==> config.mk <==
export PLATFORM = sky130hd
export DESIGN_NAME = br_next_pc
export DESIGN_NICKNAME = d
export VERILOG_FILES = /design/src/rtl/lc3b_types.sv /design/src/rtl/br_next_pc_bht_table.sv /design/src/rtl/br_next_pc.sv
export SDC_FILE = /design/constraint.sdc
export NUM_CORES = 1
export LEC_CHECK = 0
export CAP_MARGIN = 40
export CORE_ASPECT_RATIO = 1.5
export CORE_UTILIZATION = 40
export DETAILED_ROUTE_END_ITERATION = 10
export GPL_TIMING_DRIVEN = 0
export SKIP_CTS_REPAIR_TIMING = 1
export SYNTH_ARGS = -nofsm -noshare
export SYNTH_HDL_FRONTEND = slang
export SYNTH_SLANG_ARGS = --single-unit
==> constraint.sdc <==
create_clock -name iClk -period 4.5 [get_ports iClk]
set_clock_uncertainty 0.05 [all_clocks]
set_input_delay 1.125 -clock iClk [delete_from_list [all_inputs] [get_ports iClk]]
set_output_delay 1.125 -clock iClk [all_outputs]
set_load 0.05 [all_outputs]
==> src/rtl/lc3b_types.sv <==
// lc3b_types: shared types for the LC-3b fetch front end.
//   lc3b_word     : 16-bit machine word / address.
//   bht_ctr       : 2-bit saturating branch-history counter.
//   BHT_WEAKLY_NT : counter value loaded at reset (weakly not-taken).
//   bht_sat_update: one saturating step of a counter toward the branch outcome.
package lc3b_types;

  typedef logic [15:0] lc3b_word;
  typedef logic [1:0]  bht_ctr;

  localparam bht_ctr BHT_WEAKLY_NT = 2'b01;

  // Step toward taken (max 2'b11) or not-taken (min 2'b00).
  function automatic bht_ctr bht_sat_update(input bht_ctr ctr, input logic taken);
    bht_ctr res;
    res = ctr;
    if (taken) begin
      if (ctr != 2'b11) res = ctr + 2'b01;
    end else begin
      if (ctr != 2'b00) res = ctr - 2'b01;
    end
    return res;
  endfunction

endpackage

==> src/rtl/br_next_pc_bht_table.sv <==
// bht_table: array of 2-bit saturating branch-history counters.
//   iClk    : clock, all writes on its rising edge.
//   iRstN   : synchronous active-low reset, loads every counter with BHT_WEAKLY_NT.
//   iRdIdx  : asynchronous read index; oRdCtr is the counter at that index.
//   iWe     : update enable; iWrIdx selects the counter, iTaken the direction.
// The read is combinational off the stored array, so a read and write to the
// same index in one cycle returns the value from before the write.
module bht_table
  import lc3b_types::*;
#(
  parameter int ENTRIES = 64
) (
  input  logic                       iClk,
  input  logic                       iRstN,
  input  logic [$clog2(ENTRIES)-1:0] iRdIdx,
  output bht_ctr                     oRdCtr,
  input  logic                       iWe,
  input  logic [$clog2(ENTRIES)-1:0] iWrIdx,
  input  logic                       iTaken
);

  bht_ctr ctr_q [ENTRIES];
  bht_ctr wr_ctr_d;

  always_comb begin
    wr_ctr_d = bht_sat_update(ctr_q[iWrIdx], iTaken);
  end

  assign oRdCtr = ctr_q[iRdIdx];

  always_ff @(posedge iClk) begin
    if (!iRstN) begin
      for (int i = 0; i < ENTRIES; i++) begin
        ctr_q[i] <= BHT_WEAKLY_NT;
      end
    end else if (iWe) begin
      ctr_q[iWrIdx] <= wr_ctr_d;
    end
  end

endmodule

==> src/rtl/br_next_pc.sv <==
// br_next_pc: LC-3b fetch PC generator with BTB-assisted bimodal prediction.
//   iClk, iRstN     : clock and synchronous active-low reset.
//   iStall          : hold the fetch PC (a mispredict redirect still wins).
//   iBtbHit/iBtbAddr: BTB lookup result for the current oPc.
//   iRes*           : outcome of one resolved branch plus the prediction it carried.
//   oPc             : current fetch PC.
//   oPredTaken/oPredTarget : prediction for oPc (combinational).
//   oFlush          : mispredict pulse for the cycle the resolve is presented.
//   oBtbWe/oBtbWPc/oBtbWAddr : BTB write request for taken branches.
//   oBrCount/oMissCount      : saturating resolve / mispredict counters.
module br_next_pc
  import lc3b_types::*;
#(
  parameter int       BHT_ENTRIES = 64,
  parameter lc3b_word RESET_PC    = 16'h0000
) (
  input  logic     iClk,
  input  logic     iRstN,
  input  logic     iStall,
  input  logic     iBtbHit,
  input  lc3b_word iBtbAddr,
  input  logic     iResValid,
  input  lc3b_word iResPc,
  input  logic     iResTaken,
  input  lc3b_word iResTarget,
  input  logic     iResPredTaken,
  input  lc3b_word iResPredTarget,
  output lc3b_word oPc,
  output logic     oPredTaken,
  output lc3b_word oPredTarget,
  output logic     oFlush,
  output logic     oBtbWe,
  output lc3b_word oBtbWPc,
  output lc3b_word oBtbWAddr,
  output logic [15:0] oBrCount,
  output logic [15:0] oMissCount
);

  localparam int IDX_W = $clog2(BHT_ENTRIES);

  lc3b_word    pc_q, pc_d;
  logic [15:0] br_cnt_q, br_cnt_d;
  logic [15:0] miss_cnt_q, miss_cnt_d;
  logic        mispredict;
  bht_ctr      rd_ctr;
  logic [IDX_W-1:0] rd_idx, wr_idx;

  // Bit 0 is always zero for word-aligned PCs, so it is skipped.
  assign rd_idx = pc_q[IDX_W:1];
  assign wr_idx = iResPc[IDX_W:1];

  bht_table #(
    .ENTRIES(BHT_ENTRIES)
  ) u_bht (
    .iClk  (iClk),
    .iRstN (iRstN),
    .iRdIdx(rd_idx),
    .oRdCtr(rd_ctr),
    .iWe   (iResValid),
    .iWrIdx(wr_idx),
    .iTaken(iResTaken)
  );

  assign oPredTaken  = iBtbHit & rd_ctr[1];
  assign oPredTarget = iBtbAddr;

  // Direction wrong, or both taken but to different targets.
  assign mispredict = iResValid &
                      ((iResTaken != iResPredTaken) |
                       (iResTaken & iResPredTaken & (iResTarget != iResPredTarget)));

  assign oFlush    = mispredict;
  assign oBtbWe    = iResValid & iResTaken;
  assign oBtbWPc   = iResPc;
  assign oBtbWAddr = iResTarget;

  always_comb begin
    pc_d = pc_q + 16'd2;
    if (mispredict) begin
      pc_d = iResTaken ? iResTarget : (iResPc + 16'd2);
    end else if (iStall) begin
      pc_d = pc_q;
    end else if (oPredTaken) begin
      pc_d = iBtbAddr;
    end
  end

  always_comb begin
    br_cnt_d   = br_cnt_q;
    miss_cnt_d = miss_cnt_q;
    if (iResValid && (br_cnt_q != 16'hFFFF)) br_cnt_d = br_cnt_q + 16'd1;
    if (mispredict && (miss_cnt_q != 16'hFFFF)) miss_cnt_d = miss_cnt_q + 16'd1;
  end

  always_ff @(posedge iClk) begin
    if (!iRstN) begin
      pc_q       <= RESET_PC;
      br_cnt_q   <= 16'd0;
      miss_cnt_q <= 16'd0;
    end else begin
      pc_q       <= pc_d;
      br_cnt_q   <= br_cnt_d;
      miss_cnt_q <= miss_cnt_d;
    end
  end

  assign oPc        = pc_q;
  assign oBrCount   = br_cnt_q;
  assign oMissCount = miss_cnt_q;

endmodule

[After elaboration in Yosys (flattened, before gate mapping)]
Memory sizes are Yosys's and may differ from the RTL's. A register that Yosys moved wholly into a read port is not among the register bits.
Cells that the tools add are included.
W data, S select, Z words.
Cells by class
  bitwise gates (word level): 6
  equality and inequality tests: 6
  reduce and logical (&&, ||, !) cells: 4
  $add $sub $neg: 6
  muxes and demuxes: 16
Operators by type and width (number)
  $mux W16: 4
  $add A16 B1 Y16 const B: 2
  $add A16 B2 Y16 const B: 2
  $ne A16 B16 Y1 const B: 2
  $mux W6: 3
  $ne A16 B16 Y1: 1
  $mux W2: 4
  $and A1 B1 Y1: 5
  $mux W1: 5
  $add A2 B1 Y2 const B: 1
  $logic_and A1 B1 Y1: 2
  $ne A2 B1 Y1 const B: 1
  $ne A2 B2 Y1 const B: 1
  $reduce_bool A2 Y1: 1
  $reduce_or A2 Y1: 1
  $sub A2 B1 Y2 const B: 1
  $ne A1 B1 Y1: 1
  $or A1 B1 Y1: 1
Word-level totals
  output and inout bits: 99
  RAM bits: 128
  logic and storage cells: 42
  bits in registers: 48
  memories: 1
  input port bits: 71
Memory list
  u_bht.ctr_q: words 64, width 2, rd ports 2, clocked after memory_dff 1, wr ports 64, line br_next_pc_bht_table.sv:22  | bht_ctr ctr_q [ENTRIES];

[Longest topological paths before layout]
Gate-level depths: netlist of the first run.
  word-level depth: 7
  mapped depth: 12
  depth with buffers taken out: 8

[Modules after synthesis]
Synthesis of the first run repeated with hierarchy kept, for this count alone.
Unflattened totals
  cells, all modules: 1117
  area, all modules: 11149.4 um2
By module, submodules not included
  bht_table: sequential area each 3843.7 um2, instances 1, area an instance 7573.5 um2, cells each 648
  br_next_pc: sequential area each 960.9 um2, instances 1, area an instance 3575.9 um2, cells each 469

[Worst setup path before layout of the first run]
Ideal clock, no wire load.
  path type: input-to-reg
  start point: input port iResPc[1]
  end point: memory u_bht.ctr_q[6][0] (netlist bit), data pin
  required time: 4.161 ns
  library setup time: 0.289 ns
  arrival: 3.183 ns
  cell stages on the path: 11
  path buffers: 4
  path slack: 0.978 ns
  cell sequence: buf_2 buf_2 mux2_2 a22oi_1 o221ai_1 a21oi_1 and4_1 maj3_1 buf_2 buf_1 nand3_1
RTL lines
  from (decl): line br_next_pc.sv:23  | input lc3b_word iResPc,
  to (decl): line br_next_pc_bht_table.sv:22

==> summary.txt, run 1 <==
Run status
  – Outcome: finished, final reports clean

GRT
  – First-pass GRT wire length: 60.4 mm
  – Overflow after GRT: 0
  – Largest net degree at the start of global routing: 17
  – Initial antenna violation count: 0
  – GRT Util Overall: 0.306
  – Vias in the first global route: 9,669

Critical path
  – Crit-path max FO: 10
  – CP Launch Type: input pin
  – Most used cell, CP: buf_4
  – Arr. time, crit path: 4510 ps
  – Crit Path Class: in -> reg
  – CP cell instances: clkdlybuf4s50_1 > clkbuf_4 > buf_4 > buf_4 > mux4_2 > mux2i_2 > o22ai_1 > a21oi_1 > and4_1 > maj3_1 > buf_2 > clkbuf_2 > nand3_1
  – Worst setup EP type: flip-flop
  – CP max-delay cell: clkdlybuf4s50_1
  – R2R Setup Slk: 1130 ps
  – Reg2Reg Depth: 9
  – Data required time of the critical path: 4570 ps
  – CP max stage delay: 510 ps

Power
  – Seq pwr share: 0.420
  – P_sw: 1.41 mW
  – Logic pwr share: 0.237
  – PwrDens: 332 nW/µm²
  – Power Internal: 3.10 mW
  – Clock share of power: 0.343
  – Sw Share: 0.313
  – Static Leak: 4.40 nW
  – Worst VDD drop: 0.000289 V
  – Pwr Total: 4.51 mW

Cells and area
  – Share of cells above drive strength 1: 0.138
  – Reg area: 4930 µm²
  – Most frequent cells in the layout: clkdlybuf4s50_1 (161), edfxtp_1 (128), nand2_1 (91), nor2_1 (89), o21ai_0 (81)
  – Design area: 13,600 µm²
  – Area of the multi-input gates: 5030 µm²
  – ANT cells: 0
  – Layout area overhead: 25.1%
  – Most common cell after layout, fill and taps aside: clkdlybuf4s50_1
  – Final Instance Count excl. Fillers: 1,637
  – Post-layout util: 0.511
  – Net count, final: 1,363
  – Fill cells: 2,539

Floorplan
  – Num ports: 170
  – Die X: 137 µm
  – Die ar.: 27,800 µm²
  – Total core area: 26,600 µm²
  – Cell Rows: 73
  – Die height: 204 µm
  – Initial Utilization: 0.409

Timing
  – Setup violations, final: 0
  – Fin. max-slew vios: 0
  – Unrepaired setup endpoints after global routing: false
  – Fmax: 0.225 GHz
  – Endpoints failing hold: 0
  – Relative slew slack: 0.421
  – Fin crit share: 0.988
  – Fin crit period: 4440 ps
  – Least-Margin Pin Slew: 861 ps

Clock network
  – Clk buf depth: 2
  – CTS tree: done
  – Clk pin slew, worst setup/hold paths: 70 ps
  – Worst skew pair latency: 450 ps
  – Inserted Clock Buffers: 17
  – CTS sink count: 182
  – Root Driver: clkbuf_16
  – Htree depth: 4

Hold path
  – Hold path depth: 2
  – Hold Crit Class: reg -> reg

Synthesis
  – Sequential-to-total area share from yosys stat: 0.453
  – Seq cells post-synth: 182
  – Top post-synthesis cells by area: edfxtp_1 (35%), dfxtp_1 (9.9%), o21ai_0 (3.8%)
  – Synthesized instance count: 1,100
  – Mapped cell area: 10,900 µm²
  – EDFF count, synth: 128
  – Syn nets: 1,176
  – Synth Flop Type: edfxtp_1
  – Ys async rst share: 0
  – YS warnings: 0
  – Syn Area/Cell: 9.88 µm²
  – Synth area leader: edfxtp_1
  – Yosys cell types: 78
  – Post-synth top area share: 0.354

Placement
  – Post-DP Area: 13,000 µm²
  – Inst Count DP: 1,605
  – IO buf count: 167
  – HPWL Detailed: 31.6 mm
  – Gp weighted congestion: 1.03

Routing
  – DRT iter0 DRCs: 983
  – Via density: 6.06
  – Average wire per standard cell: 25.5 µm
  – Final WL: 41.8 mm
  – Vias: 9,918
  – First-pass detailed-route iteration total: 5
  – Drc violations: 0
  – Post-detailed-route count of antenna-violating nets: 0

Flow run
  – Max-Cap Viols: 0
-- per-layer routing --
| metal | vias up | GRT usage | part of all wire | routed length (µm) |
|---|---|---|---|---|
| met5 | - | 0 | 0 | 0 |
| met2 | 570 | 0.550 | 0.52 | 21500 |
| met3 | 161 | 0.0632 | 0.083 | 3470 |
| li1 | 4409 | - | - | - |
| met4 | 0 | 0.216 | 0.070 | 2910 |
| met1 | 4778 | 0.311 | 0.33 | 13900 |
-- critical path: cells and delay by family --
kind / cells / cell delay [ps]
mux: 2 / 630
buf+inv: 6 / 1880
simple gates: 2 / 420
compound gates: 2 / 280
fa+ha+maj: 1 / 160
-- kinds of logic after synthesis --
kind of cell,synth area share
AO/OA/AOI/OAI,0.119
AND/OR/NAND/NOR,0.195
flip-flops,0.453
adder cells (fa/ha/maj),0.00760
buffers and inverters,0.0852
XOR/XNOR,0.0484
multiplexers,0.0915
-- final cells by class --
type | count | share of cell area
clock buffers | 19 | 0.0318
well taps | 337 | 0.0310
flip-flops and latches | 182 | 0.362
plain buffers | 139 | 0.0649
clock inverters | 13 | 0.0116
inverters | 19 | 0.00525
multi-input cells | 760 | 0.370
repair buffers | 168 | 0.123
-- through the flow --
| stage | setup WS (ps) | hold slack [ps] | setup TNS [ps] |
|---|---|---|---|
| after detailed placement | -757 | 458 | -75320 |
| final | 56.1 | 464 | 0 |
| after floorplan | 978 | 671 | 0 |
| after global routing | 1.72 | 492 | 0 |
| after global placement | -776 | 438 | -76730 |
| after CTS | -768 | 467 | -7400 |
-- flip-flops by register name, indices dropped and copies added (netlist names), named ones only --
register	cells
oBrCount	16
oMissCount	16
oPc	16
u_bht.ctr_q	128
-- synth_stat cells (10+ instances only) --
master,number
xor2_1,15
buf_2,19
a22oi_1,12
nor3_1,80
xnor2_1,45
dfxtp_1,54
clkbuf_1,44
inv_1,18
and3_1,14
nand4_1,13
a221oi_1,12
buf_1,11
nand3_1,65
or3_1,11
a21oi_1,31
edfxtp_1,128
nor2b_1,13
nand2_1,91
mux4_1,10
mux2i_1,18
mux2_2,13
mux4_2,18
nor2_1,89
o21ai_0,82
buf_4,51
-- power by group through the flow --
stage | Sequential [mW] | Clock (mW) | Combinational (mW)
after floorplan | 1.99 | 0 | 0.582
after global placement | 1.93 | 0 | 1.04
after detailed placement | 1.93 | 0 | 1.05
after CTS | 1.89 | 1.54 | 1.05
after global routing | 1.90 | 1.60 | 1.12
final | 1.90 | 1.55 | 1.07
-- final timing paths --
| check | end | start |
|---|---|---|
| hold reg to reg | oBrCount[9]$_SDFFE_PN0P_ | oBrCount[9]$_SDFFE_PN0P_ |
| hold / removal | oBrCount[9]$_SDFFE_PN0P_ | oBrCount[9]$_SDFFE_PN0P_ |
| setup reg to reg | oPc[11]$_SDFFE_PN0P_ | flip-flop |
| setup / recovery | u_bht.ctr_q[12][0]$_SDFFCE_PN1P_ | iResPc[3] |
(Power assumes the default switching activity.)
==> inputs of run 2 (changes only) <==
Settings changed: GPL_TIMING_DRIVEN 0 to default.
==> summary.txt, run 2 (synthesis gave the netlist of run 1 again) <==
Power
  – P_sw: 1.41 mW (about the same)
  – Clock share of power: 0.335 (was 0.343)
  – Static Leak: 4.18 nW (was 4.40 nW)
  – Seq pwr share: 0.438 (was 0.420)
  – Worst VDD drop: 0.000197 V (was 0.000289 V)
  – PwrDens: 330 nW/µm² (was 332 nW/µm²)
  – Sw Share: 0.324 (was 0.313)
  – Pwr Total: 4.36 mW (was 4.51 mW)
  – Logic pwr share: 0.227 (was 0.237)
  – Power Internal: 2.94 mW (was 3.10 mW)

Routing
  – First-pass detailed-route iteration total: 5 (unchanged)
  – Average wire per standard cell: 23.2 µm (was 25.5 µm)
  – DRT iter0 DRCs: 727 (was 983)
  – Vias: 9,337 (was 9,918)
  – Post-detailed-route count of antenna-violating nets: 0 (unchanged)
  – Via density: 5.98 (was 6.06)
  – Drc violations: 0 (unchanged)
  – Final WL: 36.2 mm (was 41.8 mm)

GRT
  – Vias in the first global route: 9,113 (was 9,669)
  – Initial antenna violation count: 0 (unchanged)
  – Largest net degree at the start of global routing: 58 (was 17)
  – GRT Util Overall: 0.264 (was 0.306)
  – First-pass GRT wire length: 53.7 mm (was 60.4 mm)
  – Overflow after GRT: 0 (unchanged)

Timing
  – Endpoints failing hold: 0 (unchanged)
  – Fin. max-slew vios: 0 (unchanged)
  – Fin crit share: 0.940 (was 0.988)
  – Least-Margin Pin Slew: 864 ps (was 861 ps)
  – Relative slew slack: 0.423 (was 0.421)
  – Fmax: 0.236 GHz (was 0.225 GHz)
  – Setup violations, final: 0 (unchanged)
  – Unrepaired setup endpoints after global routing: false (unchanged)
  – Fin Setup TNS: 0 ps (unchanged)
  – Fin crit period: 4230 ps (was 4440 ps)
  – Worst setup margin: 269 ps (was 56.1 ps)

Critical path
  – CP cell instances: buf_4 > mux4_1 > mux4_2 > nor2_2 > a311oi_2 > nor2_2 > inv_2 > buf_12 (was clkdlybuf4s50_1 > clkbuf_4 > buf_4 > buf_4 > mux4_2 > mux2i_2 > o22ai_1 > a21oi_1 > and4_1 > maj3_1 > buf_2 > clkbuf_2 > nand3_1)
  – WP depth: 8 (was 13)
  – CP max-delay cell: dfxtp_1 (was clkdlybuf4s50_1)
  – CP max stage delay: 650 ps (was 510 ps)
  – R2R Setup Slk: 1110 ps (was 1130 ps)
  – Crit Path Class: reg -> out (was in -> reg)
  – Crit-path max FO: 9 (was 10)
  – Data required time of the critical path: 3320 ps (was 4570 ps)
  – Termination of the worst setup path: oPredTaken (was u_bht.ctr_q[12][0]$_SDFFCE_PN1P_)
  – Reg2Reg Depth: 9 (unchanged)
  – Arr. time, crit path: 3060 ps (was 4510 ps)
  – Most used cell, CP: nor2_2 (was buf_4)
  – CP Buf/Inv Count: 3 (was 6)
  – Worst setup EP type: primary output (was flip-flop)
  – Family with the most delay on the worst path: multiplexers (was buffers and inverters)
  – CP Launch Type: flip-flop (was input pin)

Run status
  – Outcome: finished, final reports clean (unchanged)

Floorplan
  – Num ports: 170 (unchanged)
  – Initial Utilization: 0.409 (unchanged)
  – Die X: 137 µm (unchanged)
  – Die height: 204 µm (unchanged)
  – Cell Rows: 73 (unchanged)
  – Total core area: 26,600 µm² (unchanged)
  – Die ar.: 27,800 µm² (unchanged)

Clock network
  – Htree depth: 4 (unchanged)
  – Root Driver: clkbuf_16 (unchanged)
  – Inserted Clock Buffers: 17 (unchanged)
  – Clk buf depth: 2 (unchanged)
  – CTS sink count: 182 (unchanged)
  – CTS tree: done (unchanged)
  – Worst skew pair latency: 450 ps (about the same)
  – Clk pin slew, worst setup/hold paths: 80 ps (was 70 ps)

Cells and area
  – Most frequent cells in the layout: clkdlybuf4s50_1 (162), edfxtp_1 (128), nand2_1 (91), nor2_1 (89), o21ai_0 (82) (was clkdlybuf4s50_1 (161), edfxtp_1 (128), nand2_1 (91), nor2_1 (89), o21ai_0 (81))
  – Layout area overhead: 21.3% (was 25.1%)
  – Largest reg by FF count: u_bht.ctr_q (unchanged)
  – Final Instance Count excl. Fillers: 1,562 (was 1,637)
  – Post-layout util: 0.496 (was 0.511)
  – Share of cells above drive strength 1: 0.126 (was 0.138)
  – Most common cell after layout, fill and taps aside: clkdlybuf4s50_1 (unchanged)
  – ANT cells: 0 (unchanged)
  – Largest register FFs: 128 (unchanged)
  – Net count, final: 1,288 (was 1,363)

Hold path
  – Hold path depth: 2 (unchanged)
  – Hold Crit Class: reg -> reg (unchanged)

Placement
  – Inst Count DP: 1,530 (was 1,605)
  – Setup WS pre-CTS: 330 ps (was -757 ps)
  – HPWL Detailed: 26.8 mm (was 31.6 mm)
  – IO buf count: 169 (was 167)
  – Gp weighted congestion: 0.927 (was 1.03)

Flow run
  – Max-Cap Viols: 0 (unchanged)
==> run 2: changes by cell type in the layout (fill, tap and decap cells not counted), moves of 5 or more <==
cell | previous run | this run
buf_2 | 14 | 4
clkbuf_2 | 10 | 0
clkbuf_4 | 5 | 0
clkbuf_8 | 8 | 0
buf_4 | 53 | 62
clkbuf_1 | 45 | 0
==> run 2: power groups by stage <==
stage | logic (mW) | clock network (mW) | registers (mW)
floorplan | 0.582 | 0 | 1.99
global placement | 0.979 | 0 | 1.94
detailed placement | 0.984 | 0 | 1.94
CTS | 0.987 | 1.47 | 1.91
global route | 1.04 | 1.54 | 1.91
finish | 0.987 | 1.46 | 1.91
==> run 2: how the worst min path moves through the flow <==
stage | to | start
floorplan | oBrCount[9]$_SDFFE_PN0P_ | oBrCount[9]$_SDFFE_PN0P_
global placement | oBrCount[9]$_SDFFE_PN0P_ | oBrCount[9]$_SDFFE_PN0P_
detailed placement | oBrCount[9]$_SDFFE_PN0P_ | oBrCount[9]$_SDFFE_PN0P_
CTS | oBrCount[9]$_SDFFE_PN0P_ | oBrCount[9]$_SDFFE_PN0P_
global route | oPc[0]$_SDFFE_PN0P_ | oPc[0]$_SDFFE_PN0P_
finish | oBrCount[9]$_SDFFE_PN0P_ | oBrCount[9]$_SDFFE_PN0P_
==> run 2: final cells by class <==
type                       instances  area [µm²]
clock buffer                      17         425
multi-input combinational        760        5020
sequential                       182        4920
clock inverter                    15         135
tap                              337         422
timing repair buffer             232        2190
fill                            2446       13400
inverter                          19        71.3
==> run 2: per-layer routing <==
metal  track usage  wire length (µm)
met1         0.275             12800
met2         0.485             19100
met3        0.0456              2120
met4         0.161              2140
met5             0                 0
==> run 2: metrics by stage <==
stage,hold WS [ps],area [µm²]
floorplan,671,10900
global placement,433,12600
detailed placement,446,12600
CTS,457,13200
global route,485,13200
finish,455,13200
==> run 2: worst reg2reg max path, delay by kind of cell (launching register included) <==
kind                   cells  cell delay [ps]
DFF                        1              650
AOI/OAI and AO/OA          3              340
buffers and inverters      2              510
muxes                      2             1070
and+or+nand+nor            2              630
==> inputs of run 3 (changes only) <==
Clock period 4.5 ns to 5.2 ns, I/O delays scaled along.
==> summary.txt, run 3 (synthesis gave the netlist of run 1 again) <==
Routing
  – Via density: 5.94 (was 5.98)
  – Drc violations: 0 (unchanged)
  – DRT iter0 DRCs: 760 (was 727)
  – Final WL: 36.0 mm (was 36.2 mm)
  – First-pass detailed-route iteration total: 5 (unchanged)
  – Post-detailed-route count of antenna-violating nets: 0 (unchanged)
  – Average wire per standard cell: 23.2 µm (about the same)
  – Vias: 9,230 (was 9,337)

Clock network
  – Clk buf depth: 2 (unchanged)
  – Htree depth: 4 (unchanged)
  – CTS tree: done (unchanged)
  – Inserted Clock Buffers: 17 (unchanged)
  – CTS sink count: 182 (unchanged)
  – Root Driver: clkbuf_16 (unchanged)
  – Clk pin slew, worst setup/hold paths: 70 ps (was 80 ps)
  – Worst skew pair latency: 450 ps (about the same)

Floorplan
  – Num ports: 170 (unchanged)
  – Total core area: 26,600 µm² (unchanged)
  – Die height: 204 µm (unchanged)
  – Die ar.: 27,800 µm² (unchanged)
  – Die X: 137 µm (unchanged)
  – Cell Rows: 73 (unchanged)
  – Initial Utilization: 0.409 (unchanged)

Flow run
  – Max-Cap Viols: 0 (unchanged)

Timing
  – Fmax: 0.210 GHz
  – Unrepaired setup endpoints after global routing: false (unchanged)
  – Fin crit share: 0.916
  – Fin. max-slew vios: 0 (unchanged)
  – Fin Setup TNS: 0 ps (unchanged)
  – Least-Margin Pin Slew: 929 ps (was 864 ps)
  – Endpoints failing hold: 0 (unchanged)
  – Worst setup margin: 439 ps (was 269 ps)
  – Min Hold Slack: 468 ps (was 455 ps)
  – Setup violations, final: 0 (unchanged)
  – Fin crit period: 4760 ps
  – Relative slew slack: 0.380 (was 0.423)

Power
  – PwrDens: 289 nW/µm² (was 330 nW/µm²)
  – Static Leak: 4.16 nW (was 4.18 nW)
  – Worst VDD drop: 0.000217 V (was 0.000197 V)
  – Pwr Total: 3.80 mW (was 4.36 mW)

Cells and area
  – Largest reg by FF count: u_bht.ctr_q (unchanged)
  – Fill cells: 2,504 (was 2,446)
  – ANT cells: 0 (unchanged)
  – Share of cells above drive strength 1: 0.119 (was 0.126)
  – Most frequent cells in the layout: clkdlybuf4s50_1 (163), edfxtp_1 (128), nand2_1 (91), nor2_1 (89), o21ai_0 (82) (was clkdlybuf4s50_1 (162), edfxtp_1 (128), nand2_1 (91), nor2_1 (89), o21ai_0 (82))
  – Net count, final: 1,280 (was 1,288)
  – Layout area overhead: 21.0% (was 21.3%)
  – Largest register FFs: 128 (unchanged)
  – Most common cell after layout, fill and taps aside: clkdlybuf4s50_1 (unchanged)

Placement
  – Setup WS pre-CTS: 556 ps (was 330 ps)
  – IO buf count: 169 (unchanged)
  – HPWL Detailed: 26.6 mm (was 26.8 mm)
  – Gp weighted congestion: 0.900 (was 0.927)

GRT
  – Largest net degree at the start of global routing: 68 (was 58)
  – Initial antenna violation count: 0 (unchanged)
  – First-pass GRT wire length: 52.9 mm (was 53.7 mm)
  – Vias in the first global route: 8,895 (was 9,113)
  – GRT Util Overall: 0.263 (was 0.264)
  – Overflow after GRT: 0 (unchanged)

Critical path
  – Worst setup EP type: primary output (unchanged)
  – CP Launch Type: flip-flop (unchanged)
  – Crit-path max FO: 11 (was 9)
  – Crit Path Class: reg -> out (unchanged)
  – Data required time of the critical path: 3850 ps (was 3320 ps)
  – Arr. time, crit path: 3410 ps (was 3060 ps)

Hold path
  – Hold Crit Class: reg -> reg (unchanged)

Run status
  – Outcome: finished, final reports clean (unchanged)
==> run 3: metal layers <==
| layer | part of all wire | track usage | up-vias |
|---|---|---|---|
| met4 | 0.060 | 0.164 | 0 |
| li1 | - | - | 4234 |
| met1 | 0.35 | 0.283 | 4461 |
| met3 | 0.067 | 0.0397 | 100 |
| met2 | 0.52 | 0.474 | 435 |
| met5 | 0 | 0 | - |
==> run 3: path summary, 6_finish.rpt <==
kind	slack (ps)	start	cells after the start	endpoint
max reg2reg	1710	flip-flop	10	flip-flop
max	440	flip-flop	9	oPredTaken
min	470	oPc[0]$_SDFFE_PN0P_	2	oPc[0]$_SDFFE_PN0P_
min reg2reg	470	oPc[0]$_SDFFE_PN0P_	2	oPc[0]$_SDFFE_PN0P_
==> run 3: metrics by stage <==
stage | std cells | util | cell area, µm²
after floorplan | 1100 | - | 10900
after global placement | 1519 | 0.471 | 12500
after detailed placement | 1522 | 0.472 | 12600
after CTS | 1554 | 0.495 | 13100
after global routing | 1554 | 0.495 | 13100
final | 1554 | 0.495 | 13100
==> run 3: final cells by class <==
| class | count | area, µm² | share of cell area |
|---|---|---|---|
| Clock buffer | 21 | 482 | 0.0366 |
| Clock inverter | 11 | 113 | 0.00856 |
| Inverter | 19 | 71.3 | 0.00542 |
| Multi-Input combinational cell | 760 | 5020 | 0.382 |
| Sequential cell | 182 | 4920 | 0.375 |
| Tap cell | 337 | 422 | 0.0321 |
| Timing Repair Buffer | 224 | 2120 | 0.161 |
==> run 3: power breakdown <==
| group | internal, mW | total (mW) | switching [mW] |
|---|---|---|---|
| combinational | 0.309 | 0.834 | 0.524 |
| clock | 0.725 | 1.32 | 0.596 |
| sequential | 1.59 | 1.65 | 0.0582 |
==> run 3: worst max-delay path, stage by stage (launching register included) <==
cell and delay [ps]:
dfxtp_1 630, buf_4 290, mux4_1 570, mux4_2 470, nor2_2 130, a311oi_2 50
buf_4 200, nor2_2 250, inv_2 180, buf_12 190
